--- src/rtl/swap_pair_monitor.sv ---
// ---------------------------------------------------------------------------
// swap_pair_monitor
//
// Downstream checker for the two-flop swap stage (flop1/flop2 pair). It
// samples the pair every clock and checks two rules: the two bits must be
// complementary, and they must swap places every cycle. It tracks lock
// status, counts good and bad samples, and reports a sticky error. Its
// outputs feed the status/debug register block.
//
// Parameters
//   LOCK_CYCLES  consecutive good samples needed to reach LOCKED (>=1)
//   UNLOCK_ERRS  consecutive bad samples in LOCKED that drop to LOST (>=1)
//   CNT_W        width of good_count / err_count (saturating)
//
// Ports
//   clock       rising-edge clock
//   reset       asynchronous, active-low reset
//   pair_a      flop1 output of the swap stage
//   pair_b      flop2 output of the swap stage
//   clear       synchronous clear of counters, err_flag, err_code and FSM
//   locked      1 while the FSM is in LOCKED
//   err_flag    sticky, set on any bad sample
//   err_code    cause of the last bad sample: 01 not complementary,
//               10 no swap, 11 both
//   good_count  good samples since clear/reset (saturating)
//   err_count   bad samples since clear/reset (saturating)
//
// Optional feature, macro SWAP_MON_SNAPSHOT_EN:
//   snap_good   good_count captured on every LOCKED -> LOST transition
//   snap_vld    one-cycle pulse whenever snap_good updates
// Without the macro these ports and their logic do not exist.
//
// Timing: a pair driven onto the inputs after edge k is captured into s_*
// at edge k+1 and judged into the registered outputs at edge k+2.
// ---------------------------------------------------------------------------
module swap_pair_monitor #(
  parameter int LOCK_CYCLES = 4,
  parameter int UNLOCK_ERRS = 2,
  parameter int CNT_W       = 16
) (
  input  logic             clock,
  input  logic             reset,
  input  logic             pair_a,
  input  logic             pair_b,
  input  logic             clear,
  output logic             locked,
  output logic             err_flag,
  output logic [1:0]       err_code,
  output logic [CNT_W-1:0] good_count,
  output logic [CNT_W-1:0] err_count
`ifdef SWAP_MON_SNAPSHOT_EN
  ,
  output logic [CNT_W-1:0] snap_good,
  output logic             snap_vld
`endif
);

  localparam int RUN_W = $clog2(LOCK_CYCLES + 1);
  localparam int BAD_W = $clog2(UNLOCK_ERRS + 1);

  typedef enum logic [1:0] {
    IDLE    = 2'd0,
    ACQUIRE = 2'd1,
    LOCKED  = 2'd2,
    LOST    = 2'd3
  } state_t;

  state_t           state;
  logic             s_a, s_b, s_vld;
  logic             p_a, p_b, p_vld;
  logic [RUN_W-1:0] run_cnt;
  logic [BAD_W-1:0] bad_run;

  logic             nc, ns, bad;
  logic [RUN_W-1:0] run_inc;
  logic [BAD_W-1:0] bad_inc;

  // Judgement of the current sample against the previous one. Without a
  // valid history only the complementary rule can be applied.
  always_comb begin
    nc      = (s_a == s_b);
    ns      = p_vld && ((s_a != p_b) || (s_b != p_a));
    bad     = nc | ns;
    run_inc = run_cnt + 1'b1;
    bad_inc = bad_run + 1'b1;
  end

  // Sample stage, history, counters, error reporting and lock FSM.
  // s_vld marks that s_* holds a real sample; the reset value of s_* is
  // never judged. IDLE and LOST share the acquisition path with ACQUIRE,
  // starting from a run of zero, so the first good sample gives run 1.
  always_ff @(posedge clock or negedge reset) begin
    if (!reset) begin
      s_a        <= 1'b0;
      s_b        <= 1'b0;
      s_vld      <= 1'b0;
      p_a        <= 1'b0;
      p_b        <= 1'b0;
      p_vld      <= 1'b0;
      state      <= IDLE;
      locked     <= 1'b0;
      run_cnt    <= '0;
      bad_run    <= '0;
      good_count <= '0;
      err_count  <= '0;
      err_flag   <= 1'b0;
      err_code   <= 2'b00;
`ifdef SWAP_MON_SNAPSHOT_EN
      snap_good  <= '0;
      snap_vld   <= 1'b0;
`endif
    end else begin
      s_a   <= pair_a;
      s_b   <= pair_b;
      s_vld <= 1'b1;
`ifdef SWAP_MON_SNAPSHOT_EN
      snap_vld <= 1'b0;
`endif
      if (clear) begin
        // The sample judged in this cycle is dropped and history restarts.
        p_vld      <= 1'b0;
        state      <= IDLE;
        locked     <= 1'b0;
        run_cnt    <= '0;
        bad_run    <= '0;
        good_count <= '0;
        err_count  <= '0;
        err_flag   <= 1'b0;
        err_code   <= 2'b00;
`ifdef SWAP_MON_SNAPSHOT_EN
        snap_good  <= '0;
`endif
      end else if (s_vld) begin
        p_a   <= s_a;
        p_b   <= s_b;
        p_vld <= 1'b1;

        if (bad) begin
          err_flag <= 1'b1;
          err_code <= {ns, nc};
          if (err_count != '1) begin
            err_count <= err_count + 1'b1;
          end
        end else if (good_count != '1) begin
          good_count <= good_count + 1'b1;
        end

        case (state)
          IDLE, ACQUIRE, LOST: begin
            if (bad) begin
              run_cnt <= '0;
              if (state == IDLE) begin
                state <= ACQUIRE;
              end
            end else if (run_inc == RUN_W'(LOCK_CYCLES)) begin
              state   <= LOCKED;
              locked  <= 1'b1;
              run_cnt <= '0;
              bad_run <= '0;
            end else begin
              state   <= ACQUIRE;
              run_cnt <= run_inc;
            end
          end
          LOCKED: begin
            if (!bad) begin
              bad_run <= '0;
            end else if (bad_inc == BAD_W'(UNLOCK_ERRS)) begin
              state   <= LOST;
              locked  <= 1'b0;
              bad_run <= '0;
              run_cnt <= '0;
`ifdef SWAP_MON_SNAPSHOT_EN
              snap_good <= good_count;
              snap_vld  <= 1'b1;
`endif
            end else begin
              bad_run <= bad_inc;
            end
          end
          default: begin
            state  <= IDLE;
            locked <= 1'b0;
          end
        endcase
      end
    end
  end

endmodule

--- config.mk ---
export PLATFORM = sky130hd
export DESIGN_NAME = swap_pair_monitor
export DESIGN_NICKNAME = d
export VERILOG_FILES = /design/src/rtl/swap_pair_monitor.sv
export SDC_FILE = /design/constraint.sdc
export NUM_CORES = 1
export LEC_CHECK = 0
export ABC_CLOCK_PERIOD_IN_PS = 2400
export CAP_MARGIN = 20
export CELL_PAD_IN_SITES_DETAIL_PLACEMENT = 0
export CELL_PAD_IN_SITES_GLOBAL_PLACEMENT = 2
export CORE_ASPECT_RATIO = 0.75
export CORE_MARGIN = 2
export CORE_UTILIZATION = 35
export CTS_BUF_LIST = sky130_fd_sc_hd__clkbuf_4
export CTS_CLUSTER_DIAMETER = 50
export CTS_CLUSTER_SIZE = 8
export DETAILED_ROUTE_END_ITERATION = 8
export PLACE_DENSITY_LB_ADDON = 0.1
export SYNTH_ARGS = -nofsm -noshare
export SYNTH_HDL_FRONTEND = slang
export SYNTH_SLANG_ARGS = --single-unit
--- constraint.sdc ---
create_clock -name clock -period 2.4 [get_ports clock]
set_input_delay 0.36 -clock clock [delete_from_list [all_inputs] [get_ports clock]]
set_output_delay 0.36 -clock clock [all_outputs]
set_load 0.005 [all_outputs]
After elaboration in Yosys (flattened, before gate mapping)
Index checks and enable logic that the tools add are counted.
{"block": "word_totals", "regBits": 49, "inputBits": 5, "elab_cells": 97}
{"block": "classes", "add_sub_neg": 4, "n_eq_ne": 16, "mux": 45, "bitwise": 2, "reduce_logical": 16}
{"op": "$mux 16", "n": 8}
{"op": "$add 16x1->16 const B", "n": 2}
{"op": "$mux 2", "n": 16}
{"op": "$ne 16x16->1 const B", "n": 2}
{"op": "$mux 3", "n": 6}
{"op": "$ne 3x3->1 const B", "n": 4}
{"op": "$reduce_and 3->1", "n": 4}
{"op": "$mux 1", "n": 11}
{"op": "$pmux 2 s2", "n": 2}
{"op": "$reduce_bool 2->1", "n": 4}
{"op": "$eq 2x2->1 const B", "n": 3}
{"op": "$pmux 3 s2", "n": 1}
{"op": "$reduce_and 5->1", "n": 1}
{"op": "$ne 4x4->1 const B", "n": 1}
{"op": "$reduce_and 2->1", "n": 2}
{"op": "$reduce_and 4->1", "n": 1}
{"op": "$add 3x1->3 const B", "n": 1}
{"op": "$eq 3x3->1 const B", "n": 1}
{"op": "$reduce_or 3->1", "n": 1}
{"op": "$add 2x1->2 const B", "n": 1}
{"op": "$eq 2x1->1 const B", "n": 1}
{"op": "$logic_not 2->1", "n": 1}
{"op": "$ne 1x1->1", "n": 2}
{"op": "$ne 2x2->1 const B", "n": 1}
{"op": "other kinds (6)", "n": 6}

Longest topological paths before layout
Gate-level depths: netlist of the first run.
{"block": "depth", "depth_word": 8, "ltp_mapped": 8, "depth_no_buf": 6}

Least setup slack after synthesis of the first run
OpenSTA, ideal clock, no wires.
{"block": "synth_timing", "kind": "flip-flop to flip-flop", "start": "register err_count[0]", "end": "register err_count[0]", "t_arrival_ps": 1756, "required_time_ps": 2274, "path_slack_ps": 518, "stages_incl_launch_ff": 8, "path_buffers": 1, "synth_period_minus_slack_ps": 1882, "path_cell_list": "dfrtp_1 ha_1 inv_1 or3_4 nor2_4 buf_4 nor4_1 a311o_1"}
{"block": "synth_via", "elab_chain_len": 5}
{"element": "start: declaration", "line_no": "50", "rtl": "output logic [CNT_W-1:0] err_count"}
{"element": "start signal: assignment", "line_no": "142", "rtl": "err_count <= err_count + 1'b1;"}
{"element": "$add 16x1->16", "line_no": "142"}
{"element": "$mux 16", "line_no": "141", "rtl": "if (err_count != '1) begin"}
{"element": "$mux 16", "line_no": "138", "rtl": "if (bad) begin"}
{"element": "$mux 16", "line_no": "133", "rtl": "end else if (s_vld) begin"}
{"element": "$mux 16", "line_no": "119", "rtl": "if (clear) begin"}
Several ways; a longest one is shown, not always the timed one. The select of a mux whose other input is x is not followed.
A chain may end at the register's enable or synchronous reset.

Worst setup path after layout of the first run
{"block": "layout_timing", "start": "register err_count[0]", "end": "register err_count[15]"}
Same word-level chain as after synthesis.

==> results_dict.tcl, run 1 <==
set metrics [dict create \
    dpl.hpwl_um 4920 \
    grt_max_degree 36 \
    grt_pass1_vias 2329 \
    wirelength_um 6950 \
    cts_buffer_depth 2 \
    multiInputGateArea_sq_um 1450 \
    grt-ovfl-total 0 \
    yosysWarnings 0 \
    rsz0062_at_grt "false" \
    syn_avg_cell_area_sq_um 9.62 \
    synth_cell_types 53 \
    drv_cap 0 \
    worst_slack_ps 300 \
    async_flop_share_pct 100 \
    first_iter_violations 111 \
    power.total_mw 1.47 \
    cts_root_buf "clkbuf_4" \
    drtPass1Iterations 4 \
    status "completed" \
    relSlewSlack_pct 54.7 \
    clk_latency_ps 360 \
    tightest_slew_ps 679 \
    coreArea_sq_um 7810 \
    synth_edf_count 0 \
    muxShareOfSynthArea_pct 3.59 \
    synth_top_family_by_area "simple AND/OR/NAND/NOR gates" \
    skew_ps 9.07 \
    fmax_mhz 476 \
    clk_pin_slew_ps 150 \
    crit_chain "ha_1, inv_1, or3_4, nor2_4, nor3_1, mux2_2" \
    antenna_found_initial 0 \
    finalCritPeriodShare_pct 87.5 \
    timing.setup.tns_ps 0 \
    critical_path_class "reg2reg" \
    numCtsBuffers 5 \
    crit_slowest_cell "dfrtp_1" \
    post-route-drc-count 0 \
    cp.arrival_ps 2370 \
    drive_gt1_share_pct 12.2 \
    gp_congestion 0.787 \
    worst-endpoint-required_ps 2670 \
    fin_nets 343 \
    diodes 0 \
    slew_viol_final 0 \
    area_delta_synth_final_pct 21.1 \
    synth-simple-area-share_pct 24.9 \
    grt_use_total_pct 17.3 \
    vdd_drop_max_mv 0.214 \
    synth-xor-area-share_pct 0.628 \
    clock_sinks 49 \
    grt_pass1_wl_um 11900 \
    ys_ff_latch 49 \
    pin_count 41 \
    cts_tree "built" \
    dieArea_sq_um 8710 \
    p_per_area_nw_per_um2 436 \
    ant_nets 0 \
    cp-end-kind "flip-flop" \
    port_buffers 40 \
    finalSetupViolCount 0 \
    synth-adder-area-share_pct 1.79 \
    die_w_um 107 \
    netlist_instances 290 \
    n_fill_cell 765 \
    hold_violations 0 \
    post_cts_resized 0 \
    row_count 28 \
    path_max_fanout 15 \
    slowest_delay_ps 510 \
    hold_class "in2reg" \
    synthesis.nets 299 \
    avgRoutedWirePerCell_um 15.8 \
    die_h_um 81.3 \
    synth-compound-area-share_pct 20.9 \
    start_util_pct 35.7 \
    synthFlopType "dfrtp_1" \
    cts_setup_buffers 0 \
    netlist_area_sq_um 2790 \
    cpLargestDelayFamily "simple AND/OR/NAND/NOR gates" \
    p_leak_nw 1.27 \
    ctsHtreeMaxLevel 2 \
    num_vias 2454 \
    crit_buf_inv 1 \
    yosysSeqAreaShare_pct 44.0 \
    regArea_sq_um 1230 \
    post-place-ws_ps 311 \
    min_period_ps 2100 \
    setup.worst_path.start_class "flip-flop" \
    viasPerCell 5.58 \
]
==> what timing repair did <==
action,CTS,global route
hold buffers,1,0
endpoints found under the hold margin,12,0
endpoints found under the setup margin,0,0
==> cell usage in the layout, fill, tap and decap left out, types with 8 or more instances in the layout <==
master	netlist	layout
nand3_1	16	16
nand2_1	18	18
o31ai_1	17	17
o21ai_0	10	10
nor2b_1	9	9
mux2_2	8	8
clkbuf_4	0	8
dfrtp_1	49	49
buf_4	2	10
inv_1	9	9
nor2_1	20	20
clkdlybuf4s50_1	0	38
nor3_1	9	9
or4_1	19	19
a21oi_1	23	23
==> power by group <==
part	total [mW]	internal (mW)	switching, mW
clock network	0.419	0.152	0.267
registers	0.876	0.846	0.0301
logic	0.178	0.0731	0.105
total	1.47	1.07	0.402
==> layout make-up <==
cell class | instances | share of cell area (%)
multi-input cells | 217 | 42.9
flip-flops and latches | 49 | 36.3
repair buffers | 51 | 14.1
well taps | 105 | 3.89
clock buffers | 8 | 1.78
inverters | 10 | 1.11
==> per-stage QoR <==
step           util, %  instances  hold slack (ps)  cell area (sq um)
4_1_cts           43.2        440              338               3380
3_3_place_gp      42.3        431              280               3310
6_report          43.2        440              350               3380
3_5_place_dp      42.3        431              276               3310
5_1_grt           43.2        440              359               3380
2_1_floorplan        -        290             64.4               2790
==> worst paths after layout <==
| check | start | to | slack (ps) | cells past startpoint |
|---|---|---|---|---|
| hold reg to reg | err_flag | err_flag | 510 | 2 |
| setup / recovery | err_count[0] | err_count[15] | 300 | 6 |
| min in group asynchronous | reset | good_count[8] | 390 | 2 |
| setup reg to reg | err_count[0] | err_count[15] | 300 | 6 |
| hold / removal | clear | good_count[15] | 350 | 3 |
| max in group asynchronous | reset | bad_run[1] | 1430 | 3 |
==> synth_stat cells, types with 6 or more instances <==
library cell,n,share of area (%)
dfrtp_1,49,44
o31ai_1,17,4.6
mux2_2,8,3.2
inv_1,9,1.2
a21oi_1,23,4.1
nor4_1,6,1.3
nor3_1,9,1.6
nand2_1,18,2.4
nor2b_1,9,2.0
nor2_1,20,2.7
clkbuf_1,6,0.81
or4_1,19,5.1
nand4_1,7,1.6
nand3_1,16,2.9
o21ai_0,10,1.8
==> worst reg2reg max path, cell delays in order, from the launching register on <==
cell	delay [ps]
dfrtp_1	510
ha_1	260
inv_1	100
or3_4	430
nor2_4	320
nor3_1	110
mux2_2	290
==> per-layer routing <==
metal | vias up | global-route usage [%] | share of wire [%]
met5 | - | 0 | 0
met4 | 0 | 4.68 | 1.2
met3 | 10 | 3.29 | 3.7
met2 | 39 | 26.5 | 43
met1 | 1204 | 25.2 | 52
li1 | 1201 | - | -
==> state kept, by name, indices dropped and copies added (netlist names) <==
register	count
bad_run	2
err_code	2
err_count	16
err_flag	1
good_count	16
locked	1
p_a	1
p_b	1
p_vld	1
run_cnt	3
s_a	1
s_b	1
s_vld	1
state	2
==> kinds of logic (layout without fill, tap and decap cells) <==
| kind of cell | Yosys count | in the layout |
|---|---|---|
| compound gates | 79 | 79 |
| mux | 9 | 9 |
| other cells | 1 | 1 |
| flops | 49 | 49 |
| buf+inv | 24 | 69 |
| simple gates | 122 | 122 |
| xor+xnor | 2 | 2 |
| fa+ha+maj | 4 | 4 |
No activity file was read; power rests on OpenSTA's default activity.
==> inputs of run 2 (changes only) <==
CTS_BUF_LIST = sky130_fd_sc_hd__clkbuf_2 sky130_fd_sc_hd__clkbuf_4 sky130_fd_sc_hd__clkbuf_8   (was sky130_fd_sc_hd__clkbuf_4)
==> results_dict.tcl, run 2 (synthesis gave the netlist of run 1 again) <==
set metrics [dict create \
    tightest_slew_ps 679 \
    mostFrequentLayoutCell "dfrtp_1" \
    grt_use_total_pct 17.3 \
    final_area_sq_um 3410 \
    grt_use_met1_pct 25.2 \
    clk_latency_ps 300 \
    grt_max_degree 36 \
    port_buffers 40 \
    drtPass1Iterations 4 \
    rsz0062_at_grt "false" \
    die_h_um 81.3 \
    finalCritPeriodShare_pct 87.1 \
    grt_busiest_layer "met2" \
    grt_pass1_vias 2321 \
    antenna_found_initial 0 \
    ant_nets 0 \
    drv_cap 0 \
    cts_buffer_depth 2 \
    dieArea_sq_um 8710 \
    gp_congestion 0.787 \
    wirelength_um 6960 \
    ctsHtreeMaxLevel 2 \
    placed_area_sq_um 3310 \
    n_fill_cell 764 \
    diodes 0 \
    clock_sinks 49 \
    fin_nets 343 \
    p_leak_nw 1.28 \
    avgRoutedWirePerCell_um 15.8 \
    status "completed" \
    num_vias 2452 \
    pin_count 41 \
    cts_root_buf "clkbuf_8" \
    critical_path_class "reg2reg" \
    skew_ps 7.18 \
    fmax_mhz 478 \
    drive_gt1_share_pct 12.2 \
    viasPerCell 5.57 \
    worst-endpoint-required_ps 2590 \
    path_max_fanout 19 \
    hold_violations 0 \
    setup.worst_path.start_class "flip-flop" \
    final_cell_mix "49 x dfrtp_1, 38 x clkdlybuf4s50_1, 23 x a21oi_1" \
    area_delta_synth_final_pct 22.3 \
    cp-end-kind "flip-flop" \
    startpoint "good_count[0]" \
    cts_tree "built" \
    finalSetupViolCount 0 \
    reg_top3 "err_count (16), good_count (16), run_cnt (3)" \
    start_util_pct 35.7 \
    grt-ovfl-total 0 \
    use_met3_pct 3.29 \
    post-route-drc-count 0 \
    min_period_ps 2090 \
    die_w_um 107 \
    timing.setup.tns_ps 0 \
    numCtsBuffers 5 \
    grt_pass1_wl_um 11900 \
    coreArea_sq_um 7810 \
    p_per_area_nw_per_um2 462 \
    cp.arrival_ps 2280 \
    relSlewSlack_pct 54.7 \
    min_from "clear" \
    first_iter_violations 120 \
    crit-reg2reg-launch "good_count[0]" \
    dpl.hpwl_um 4920 \
    hold_class "in2reg" \
    row_count 28 \
    vdd_drop_max_mv 0.233 \
    slew_viol_final 0 \
    clk_pin_slew_ps 90 \
    met2_usage_pct 26.4 \
]
==> run 2: stage by stage <==
stage                     utilization (%)  hold slack [ps]  total power, mW  instances  worst slack, ps
after global placement               42.3              280             1.07        431              341
after floorplan                         -             64.4            0.996        290              518
final                                43.6              425             1.57        440              310
after global routing                 43.6              453             1.66        440              132
after CTS                            43.6              426             1.60        440              303
after detailed placement             42.3              276             1.07        431              311
==> run 2: final cells by class <==
cell class	count	area, sq um	share of cell area, %
sequential	49	1230	36.0
tap	105	131	3.85
clock buffer	8	91.3	2.68
timing repair buffer	51	475	13.9
multi-input combinational	217	1450	42.5
inverter	10	37.5	1.10
==> run 2: final timing paths <==
kind | depth (start not counted) | to | slack (ps)
setup / recovery | 6 | good_count[5] | 310
hold / removal | 3 | good_count[15] | 430
setup reg to reg | 6 | good_count[5] | 310
hold reg to reg | 2 | err_flag | 500
max in group asynchronous | 3 | err_count[0] | 1350
min in group asynchronous | 2 | good_count[8] | 470
==> run 2: report_power, final <==
group	internal [mW]	switching [mW]
clock network	0.242	0.279
registers	0.845	0.0301
logic	0.0731	0.105
total	1.16	0.414
==> run 2: critical path, cell delays in order, from the launching register on <==
cell and delay, ps:
dfrtp_1 440, ha_1 240, nand2_1 110, nor2_1 70, and3_1 400, nor4_1 350
mux2_2 370
==> run 2: timing repair <==
action / CTS / global route
gates resized for setup: 0 / 0
hold buffers: 1 / 0
setup endpoints to repair: 0 / 0
buffers inserted: 0 / 0
hold endpoints to repair: 12 / 0
==> run 2: routing by layer <==
layer | vias to the layer above | wire, um
li1 | 1203 | -
met4 | 0 | 65
met1 | 1200 | 3630
met2 | 43 | 3020
met3 | 6 | 244
met5 | - | 0
